===== src/rtl/timer_controller_pkg.sv =====
// Shared definitions for the microwave cook timer: state encodings, BCD digit
// limits and the preset validity check.
package timer_controller_pkg;

   typedef enum logic [2:0] {
      ST_IDLE  = 3'd0,
      ST_SET   = 3'd1,
      ST_RUN   = 3'd2,
      ST_PAUSE = 3'd3,
      ST_DONE  = 3'd4
   } state_t;

   localparam logic [3:0] DIG_MAX      = 4'd9;
   localparam logic [3:0] SEC_TENS_MAX = 4'd5;
   localparam int         CNT_W        = 8;

   // A preset is usable only if it is a legal MM:SS BCD value.
   function automatic logic bcd_valid(input logic [15:0] p);
      return (p[15:12] <= DIG_MAX) && (p[11:8] <= DIG_MAX) &&
             (p[7:4] <= SEC_TENS_MAX) && (p[3:0] <= DIG_MAX);
   endfunction

endpackage


===== src/rtl/bcd_dec_mmss.sv =====
// Combinational one-second decrement of a BCD MM:SS value; saturates at 0000.
// zero flags that the decremented result is 0000.
module bcd_dec_mmss
   import timer_controller_pkg::*;
(
   input  logic [15:0] t,
   output logic [15:0] q,
   output logic        zero
);

   always_comb begin
      q = t;
      if (t != 16'h0000) begin
         if (t[3:0] != 4'd0) begin
            q[3:0] = t[3:0] - 4'd1;
         end else begin
            q[3:0] = DIG_MAX;
            if (t[7:4] != 4'd0) begin
               q[7:4] = t[7:4] - 4'd1;
            end else begin
               q[7:4] = SEC_TENS_MAX;
               if (t[11:8] != 4'd0) begin
                  q[11:8] = t[11:8] - 4'd1;
               end else begin
                  q[11:8]  = DIG_MAX;
                  q[15:12] = t[15:12] - 4'd1;
               end
            end
         end
      end
   end

   assign zero = (q == 16'h0000);

endmodule


===== src/rtl/timer_controller.sv =====
// Cook-timer control FSM: loads a BCD MM:SS preset, counts it down on prescaler
// ticks, drives the magnetron, and holds the alarm for BEEP_TICKS at the end.
module timer_controller
   import timer_controller_pkg::*;
#(
   parameter int BEEP_TICKS    = 3,
   parameter int TICKS_PER_DEC = 1
) (
   input  logic        clk,
   input  logic        reset,
   input  logic        tick,
   input  logic [15:0] preset,
   input  logic        load,
   input  logic        start,
   input  logic        stop,
   input  logic        clear,
   input  logic        door_open,
   output logic [15:0] time_bcd,
   output logic        mag_on,
   output logic        alarm,
   output logic        presc_en,
   output logic        presc_clr,
   output logic [2:0]  state_o
);

   localparam logic [CNT_W-1:0] DEC_LAST  = CNT_W'(TICKS_PER_DEC - 1);
   localparam logic [CNT_W-1:0] BEEP_LAST = CNT_W'(BEEP_TICKS - 1);

   state_t            state, state_n;
   logic [15:0]       time_n, dec_q;
   logic [CNT_W-1:0]  cnt, cnt_n;
   logic              clr_n, dec_zero, start_ok, load_ok;

   bcd_dec_mmss u_dec (.t(time_bcd), .q(dec_q), .zero(dec_zero));

   // start loses to door_open and stop; a start that cannot act lets load through.
   assign start_ok = start & ~door_open & ~stop;
   assign load_ok  = load & bcd_valid(preset);

   always_comb begin
      state_n = state;
      time_n  = time_bcd;
      cnt_n   = cnt;
      clr_n   = 1'b0;
      case (state)
         ST_IDLE: begin
            cnt_n = '0;
            if (load_ok) begin
               state_n = ST_SET;
               time_n  = preset;
            end
         end
         ST_SET: begin
            cnt_n = '0;
            if (clear) begin
               state_n = ST_IDLE;
               time_n  = 16'h0000;
            end else if (start_ok && time_bcd != 16'h0000) begin
               state_n = ST_RUN;
               clr_n   = 1'b1;
            end else if (load_ok) begin
               time_n = preset;
            end
         end
         ST_RUN: begin
            if (clear) begin
               state_n = ST_IDLE;
               time_n  = 16'h0000;
            end else if (door_open || stop) begin
               state_n = ST_PAUSE;
            end else if (tick && !presc_clr) begin
               // presc_clr high marks the entry cycle; its tick is stale
               if (cnt == DEC_LAST) begin
                  cnt_n  = '0;
                  time_n = dec_q;
                  if (dec_zero) state_n = ST_DONE;
               end else begin
                  cnt_n = cnt + 1'b1;
               end
            end
         end
         ST_PAUSE: begin
            cnt_n = '0;
            if (clear) begin
               state_n = ST_IDLE;
               time_n  = 16'h0000;
            end else if (start_ok) begin
               state_n = ST_RUN;
               clr_n   = 1'b1;
            end
         end
         ST_DONE: begin
            if (clear || start || door_open) begin
               state_n = ST_IDLE;
               time_n  = 16'h0000;
            end else if (tick) begin
               if (cnt == BEEP_LAST) begin
                  state_n = ST_IDLE;
                  time_n  = 16'h0000;
                  cnt_n   = '0;
               end else begin
                  cnt_n = cnt + 1'b1;
               end
            end
         end
         default: begin
            state_n = ST_IDLE;
            time_n  = 16'h0000;
            cnt_n   = '0;
         end
      endcase
   end

   always_ff @(posedge clk or posedge reset) begin
      if (reset) begin
         state     <= ST_IDLE;
         time_bcd  <= 16'h0000;
         cnt       <= '0;
         presc_clr <= 1'b0;
      end else begin
         state     <= state_n;
         time_bcd  <= time_n;
         cnt       <= cnt_n;
         presc_clr <= clr_n;
      end
   end

   assign mag_on   = (state == ST_RUN);
   assign alarm    = (state == ST_DONE);
   assign presc_en = (state == ST_RUN) || (state == ST_DONE);
   assign state_o  = state;

endmodule


===== config.mk =====
export PLATFORM = sky130hd
export DESIGN_NAME = timer_controller
export DESIGN_NICKNAME = d
export VERILOG_FILES = /design/src/rtl/timer_controller_pkg.sv /design/src/rtl/bcd_dec_mmss.sv /design/src/rtl/timer_controller.sv
export SDC_FILE = /design/constraint.sdc
export NUM_CORES = 1
export LEC_CHECK = 0
export CAP_MARGIN = 20
export CORE_MARGIN = 3
export CORE_UTILIZATION = 50
export CTS_CLUSTER_DIAMETER = 200
export CTS_CLUSTER_SIZE = 10
export DETAILED_ROUTE_END_ITERATION = 8
export PLACE_DENSITY = 0.78
export SLEW_MARGIN = 10
export SYNTH_ARGS = -nofsm -noshare
export SYNTH_HDL_FRONTEND = slang
export SYNTH_SLANG_ARGS = --single-unit

===== constraint.sdc =====
create_clock -name clk -period 5 [get_ports clk]
set_input_delay 1.5 -clock clk [delete_from_list [all_inputs] [get_ports clk]]
set_output_delay 1.5 -clock clk [all_outputs]
set_load 0.05 [all_outputs]

=== Yosys cells after proc, flatten, opt, wreduce, memory -nomap -nowiden ===
Cells that the tools add are included.

* Flip-flop bits (word level): 28
* Word-level logic and storage cells: 107
* Output and inout port bits: 23
* Bits of input ports: 24

* Eq/ne operators: 23
* Bitwise logic cells: 5
* Reduce and logical (&&, ||, !) cells: 20
* Add/subtract/negate cells: 5
* Magnitude comparators: 4
* Multiplexer cells: 46

{| class="wikitable"
|+ Operators with widths
! cell !! count
|-
| two-way mux 16 bit || 12
|-
| one-hot mux 16 bit (5 select lines) || 1
|-
| two-way mux 8 bit || 8
|-
| two-way mux 3 bit || 13
|-
| logical NOT 16 bit || 1
|-
| two-way mux 4 bit || 4
|-
| one-hot mux 8 bit (2 select lines) || 1
|-
| nonzero test 16 bit || 1
|-
| subtractor 4 x 1 -> 4 bit, second input constant || 4
|-
| one-hot mux 3 bit (5 select lines) || 1
|-
| less-or-equal comparator 4 bit, second input constant || 3
|-
| two-way mux 12 bit || 1
|-
| inequality test 2 bit, second input constant || 6
|-
| inequality test 3 bit, second input constant || 4
|-
| inequality test 4 x 2 -> 1 bit, second input constant || 3
|-
| nonzero test 4 bit || 3
|-
| inequality test 3 x 2 -> 1 bit, second input constant || 3
|-
| adder 8 x 1 -> 8 bit, second input constant || 1
|-
| equality test 8 x 2 -> 1 bit, second input constant || 1
|-
| logical NOT 8 bit || 1
|-
| AND reduction 8 bit || 1
|-
| AND reduction 7 bit || 1
|-
| equality test 3 x 2 -> 1 bit, second input constant || 2
|-
| logical AND 1 bit || 5
|-
| 13 further kinds || 22
|}

=== Logic depth before layout (Yosys ltp) ===
Gate-level depths: netlist (run 1).

* Depth after elaboration: 12
* Depth in mapped cells: 9
* Gate-level depth less buffers: 8

=== Hierarchy ===
A second synthesis (run 1) with hierarchy kept.

* Cells, all modules: 263
* Area, all modules: 2228.4 sq um

{| class="wikitable"
|+ Modules (own cells, without submodules)
! module !! area an instance (sq um) !! sequential area each (sq um) !! cells each !! instances
|-
| timer_controller || 1820.5 || 700.7 || 196 || 1
|-
| bcd_dec_mmss || 407.9 || 0.0 || 67 || 1
|}

=== Worst setup path before layout (run 1) ===
OpenSTA, ideal clock, no wires.

* Path kind: reg2out
* Start: register state[2], in the netlist state_o[2]
* End: output port presc_en
* Arrival: 1.784 ns
* Data required time: 3.500 ns
* Buffers on the path: 1
* Cell stages (with the launch flop): 4
* Path slack: 1.716 ns
* Path through: dfrtp_1 -> clkbuf_1 -> or3b_2 -> nand2_1

* Word-level cells in the longest chain between the ends: 2
* Elaborated cells between the ends (all ways): 3
* Those cells by class: eq/ne (2); reduce/logical (1)

{| class="wikitable"
|+ RTL lines
! element !! line !! source
|-
| start, declared || timer_controller.sv:29 || <nowiki>state_t state, state_n;</nowiki>
|-
| start signal, assigned || timer_controller.sv:121 || <nowiki>state <= state_n;</nowiki>
|-
| equality test 3 x 2 -> 1 bit or equality test 3 bit (tied branches) || timer_controller.sv:130 || <nowiki>assign presc_en = (state == ST_RUN) || (state == ST_DONE);</nowiki>
|-
| logical OR 1 bit (*) || timer_controller.sv:130 ||
|-
| end, declared || timer_controller.sv:21 || <nowiki>output logic presc_en,</nowiki>
|}

Mark *: on every way between the ends. The rest lies on a longest branch, timed or not.

=== Worst setup path in the final report (run 1) ===
* Start: register state[1], in the netlist state_o[1]
* End: output port presc_en

Same word-level chain as after synthesis.

==> impl_metrics.json, run 1 <==
{
  "status": "finished clean",
  "synthCells": 264,
  "wl_per_cell_um": 17.5,
  "synthFlopType": "dfrtp_1",
  "synth_seq_cells": 28,
  "cts_tree": "yes",
  "hold_violations": 0,
  "crit_slowest_cell": "clkdlybuf4s50_1",
  "die_x_um": 73.1,
  "cts_hold_buf": 0,
  "hp-class": "flop to flop",
  "crit_family": "buffers and inverters",
  "hpwl_um": 4500,
  "worst_pin_slew_ns": 0.760,
  "drt_iter0_drc": 124,
  "grt_pass1_wl_um": 10100,
  "synth_edf_count": 0,
  "p_leak_uw": 0.00115,
  "syn_area_sq_um": 2250,
  "seq_area_sq_um": 701,
  "dieHeight_um": 73.1,
  "ys_seq_area_share_pct": 31.1,
  "power_uw": 969,
  "start_kind": "flop",
  "min_period_ns": 3.82,
  "fillerInstances": 374,
  "cts_resized": 0,
  "antenna_cells": 0,
  "htree_levels": 1,
  "setup_viol": 0,
  "cp_num_buf_inv": 1,
  "fin_nets": 333,
  "drv_slew": 0,
  "cts_inserted_buffers": 3,
  "grt_max_degree": 21,
  "synth_common_cells": "dfrtp_1, nor2_1, o21ai_0",
  "vias": 2245,
  "drt_wl_total_um": 6160,
  "drive_gt1_share_pct": 8.28,
  "multiInputGateArea_sq_um": 1430,
  "drc": 0,
  "arrival_ns": 2.32,
  "row_count": 23,
  "path_clk_slew_ns": 0.10,
  "relSlewSlack_pct": 49.2,
  "r2r_slack_ns": 1.78,
  "io_buffers": 46,
  "clkLatencyLatePin_ns": 0.28,
  "min_period_over_period_pct": 76.5,
  "critical_path_class": "flop to output port",
  "postCtsSetupBuffers": 0,
  "numClockSinks": 28,
  "via_per_inst": 6.38,
  "syn_to_final_growth_pct": 24.7,
  "reg2reg_from": "time_bcd[0]",
  "worstPathMaxFanout": 13,
  "ios": 47,
  "finalSetupTns_ns": 0,
  "grt_pass1_vias": 2108,
  "syn-num-nets": 294,
  "path_cells": "or3b_2, nand2_1, clkdlybuf4s50_1",
  "cts_root_buf": "clkbuf_8",
  "yosysTopAreaCell": "dfrtp_1",
  "yosysUniqueCellTypes": 56,
  "rsz0062_at_grt": "no",
  "finClkSkew_ns": 0.00268,
  "fmax_mhz": 261,
  "critical_path.endpoint_type": "output port",
  "antenna_found_initial": 0,
  "yosys_warnings": 0,
  "yosys.area.top_type_share_pct": 31.1,
  "gp_congestion": 0.927,
  "min-delay-start": "cnt[2]",
  "cpPeakStageDelay_ns": 0.80,
  "drv_cap": 0,
  "peakVddDrop_mv": 0.187,
  "drtPass1Iterations": 4,
  "synth_most_common_cell": "dfrtp_1",
  "synth_area_leaders": "dfrtp_1, o21ai_0, nor2_1",
  "syn_avg_cell_area_sq_um": 8.53,
  "setup.worst_path.start": "state_o[1]",
  "postSynth.asyncResetShare_pct": 100,
  "start_util_pct": 53.9,
  "ant_nets": 0,
  "track_usage_pct": 23.8,
  "overflow": 0,
  "fp.coreArea_sq_um": 4170,
  "dieArea_sq_um": 5340,
  "power.density_nw_per_um2": 345,
  "clk_path_buf_depth": 2,
  "critPathRequiredTime_ns": 3.50
}
-- area by class of cell --
cell class              instances  area share, %
multi-input cells             209           50.8
flip-flops and latches         28           25.0
repair buffers                 49           17.9
well taps                      50           2.23
inverters                      12           1.60
clock buffers                   3           1.47
clock inverters                 1           1.07
-- power by group --
| part | leakage (uW) | switching [uW] | total (uW) | internal, uW |
|---|---|---|---|---|
| Clock | 0.0000357 | 74.6 | 182 | 107 |
| Combinational | 0.000737 | 271 | 460 | 189 |
| Sequential | 0.000374 | 70.3 | 328 | 257 |
| Total | 0.00115 | 416 | 969 | 553 |
-- logic make-up (layout without fill, tap and decap cells) --
family	after synthesis	after routing	synth area share (%)
and+or+nand+nor	102	102	25.6
AOI/OAI and AO/OA	85	85	27.5
DFF	28	28	31.1
buffers and inverters	27	65	5.56
muxes	10	10	4.56
adders and majority gates	6	6	3.34
xor gates and xnor gates	6	6	2.33
-- per-stage QoR --
step	hold slack (ns)	utilization, %	setup slack [ns]	std cells	instance area, sq um
after floorplan	0.494	-	1.72	264	2250
after global placement	0.526	64.9	1.05	347	2710
after detailed placement	0.531	65.6	0.995	348	2740
after CTS	0.548	67.3	1.18	352	2810
after global routing	0.577	67.3	1.06	352	2810
final	0.554	67.3	1.18	352	2810
-- flip-flops by register name, indices dropped and copies added (netlist names) --
signal and flops:
presc_clr 1, time_bcd 16, state_o 3, cnt 8
-- worst reg2reg max path, delay by kind of cell (launching register included) --
family | cells | cell delay, ns
flops | 1 | 0.49
simple gates | 3 | 1.31
buf+inv | 1 | 0.10
fa+ha+maj | 1 | 0.20
compound gates | 3 | 1.01
-- final timing paths --
path	depth (start not counted)	to
worst max-delay path	3	presc_en
worst min-delay path	1	cnt[2]
worst max register to register	8	time_bcd[6]
worst min register to register	1	cnt[2]
max in group asynchronous	3	state_o[0]
min in group asynchronous	2	time_bcd[2]
-- cell usage in the layout, fill, tap and decap left out, types with 5 or more instances in the layout --
master	n
inv_1	12
nand3_1	6
a21oi_1	7
nor3b_1	5
nor3_1	10
clkdlybuf4s50_1	46
nor2_1	26
xnor2_1	6
o22ai_1	7
mux2i_1	8
a22o_1	11
nand2_1	18
o21ai_0	21
nor2b_1	6
o2bb2ai_1	5
ha_1	6
dfrtp_1	28
or4_1	5
-- layer usage --
| metal | track usage, % | routed length (um) |
|---|---|---|
| met1 | 32.4 | 2720 |
| met2 | 37.8 | 2870 |
| met3 | 3.44 | 456 |
| met4 | 9.43 | 112 |
| met5 | 0 | 0 |
No activity file was read; power rests on OpenSTA's default activity.
==> inputs of run 2 (changes only) <==
clock period = 3.8 ns   (was 5 ns; I/O delays follow)
==> run 2 against run 1 <==
Non-clock buffer count is 6 higher; wire length is 3.5% higher; sequential power is 32% higher; register-to-register slack worse by 1.1 ns; total power is 32% higher; clock-buffer cell count stayed put; largest cell class unchanged; cell count is 1.7% higher; highest routed layer unchanged; via count is 3.2% higher; setup slack worse by 0.82 ns; critical endpoint is now state_o[2].
==> impl_metrics.json, run 2 (synthesized netlist as in run 1, its figures left out) <==
{
  "status": "finished clean",
  "finalSetupTns_ns": 0,
  "worstPathMaxFanout": 4,
  "critical_path.endpoint_type": "flop",
  "die_x_um": 73.1,
  "critical_path_class": "input pin to flop",
  "arrival_ns": 3.64,
  "power.density_nw_per_um2": 451,
  "vias": 2316,
  "fmax_mhz": 290,
  "cts_inserted_buffers": 3,
  "clkLatencyLatePin_ns": 0.28,
  "min_period_ns": 3.45,
  "io_buffers": 46,
  "layout_commonest_cell": "clkdlybuf4s50_1",
  "antenna_found_initial": 0,
  "hpwl_um": 4640,
  "peakVddDrop_mv": 0.224,
  "via_per_inst": 6.47,
  "fin_cells": 358,
  "antenna_cells": 0,
  "clk_path_buf_depth": 2,
  "hp-class": "flop to flop",
  "mostFrequentLayoutCells": "clkdlybuf4s50_1, dfrtp_1, nor2_1",
  "postCtsSetupBuffers": 0,
  "holdWs_ns": 0.549,
  "ios": 47,
  "largest_reg_flops": 16,
  "setup_viol": 0,
  "cts_resized": 0,
  "dieArea_sq_um": 5340,
  "drv_slew": 0,
  "hold_violations": 0,
  "cts_hold_buf": 0,
  "start_kind": "input pin",
  "drv_cap": 0,
  "rsz0062_at_grt": "no",
  "fillerInstances": 359,
  "drc": 0,
  "relSlewSlack_pct": 61.3,
  "drt_iter0_drc": 250,
  "dieHeight_um": 73.1,
  "start_util_pct": 53.9,
  "numClockSinks": 28,
  "grt_pass1_wl_um": 10500,
  "htree_levels": 1,
  "dp.cells": 354,
  "wl_per_cell_um": 17.8,
  "p_leak_uw": 0.00117,
  "overflow": 0,
  "top_register": "time_bcd",
  "ant_nets": 0,
  "gp_congestion": 0.926,
  "cts_root_buf": "clkbuf_8",
  "finClkSkew_ns": 0.00482,
  "syn_to_final_growth_pct": 25.8,
  "fp.coreArea_sq_um": 4170,
  "drive_gt1_share_pct": 10.1,
  "row_count": 23,
  "track_usage_pct": 25.0,
  "grt_max_degree": 29,
  "min_period_over_period_pct": 90.7,
  "drt_wl_total_um": 6370,
  "drtPass1Iterations": 5,
  "path_clk_slew_ns": 0.10,
  "fin_util_pct": 67.9,
  "fin_nets": 339,
  "cts_tree": "yes",
  "worst_pin_slew_ns": 0.566,
  "critPathRequiredTime_ns": 3.99,
  "grt_pass1_vias": 2146
}
-- run 2: cell types whose count changed in the layout (fill, tap and decap cells not counted) --
| cell | previous run | this run |
|---|---|---|
| buf_16 | 1 | 0 |
| buf_4 | 2 | 9 |
-- run 2: final cells by class --
type                       instances  area (sq um)  area share (%)
multi-input combinational        209          1430            50.3
clock buffer                       3          41.3            1.46
inverter                          12          45.0            1.59
clock inverter                     1          30.0            1.06
timing repair buffer              55           528            18.6
tap                               50          62.6            2.21
sequential                        28           701            24.7
-- run 2: final timing paths --
check                       startpoint      endpoint  slack (ns)  cells past startpoint
hold reg to reg                 cnt[2]        cnt[2]        0.55                      1
hold / removal                  cnt[2]        cnt[2]        0.55                      1
max in group asynchronous        reset  time_bcd[14]        2.31                      3
min in group asynchronous        reset   time_bcd[0]        1.22                      3
setup / recovery                  tick    state_o[2]        0.35                      7
setup reg to reg           time_bcd[0]   time_bcd[0]        0.66                      9
-- run 2: power by group --
| part | internal (uW) | leakage (uW) | switching [uW] | total [uW] |
|---|---|---|---|---|
| clock network | 141 | 0.0000357 | 96.9 | 238 |
| registers | 339 | 0.000374 | 93.9 | 432 |
| logic | 248 | 0.000761 | 358 | 606 |
| total | 727 | 0.00117 | 549 | 1280 |
-- run 2: critical path, cell delays in order --
cell             delay (ns)
clkdlybuf4s50_1        0.55
or4b_2                 0.61
a2111oi_0              0.48
o211ai_1               0.19
nor3_2                 0.22
nand4_1                0.16
a221oi_2               0.29
-- run 2: metal layers --
| metal | track usage, % | up-vias | wire [um] |
|---|---|---|---|
| met4 | 7.99 | 0 | 99 |
| met3 | 3.17 | 12 | 350 |
| li1 | - | 1091 | - |
| met1 | 36.4 | 1123 | 2890 |
| met2 | 38.2 | 90 | 3030 |
| met5 | 0 | - | 0 |
-- run 2: per-stage QoR --
| step | worst slack (ns) | instance area (sq um) | total power, uW |
|---|---|---|---|
| 6_report | 0.353 | 2830 | 1280 |
| 2_1_floorplan | 0.857 | 2250 | 861 |
| 3_3_place_gp | 0.320 | 2760 | 1030 |
| 4_1_cts | 0.376 | 2830 | 1270 |
| 3_5_place_dp | 0.229 | 2760 | 1030 |
| 5_1_grt | 0.171 | 2830 | 1350 |
==> inputs of run 3 (changes only) <==
GPL_ROUTABILITY_DRIVEN = 1   (was default)
==> results of run 3 <==
No change in the layout: final DEF, timing and power equal those of run 2.
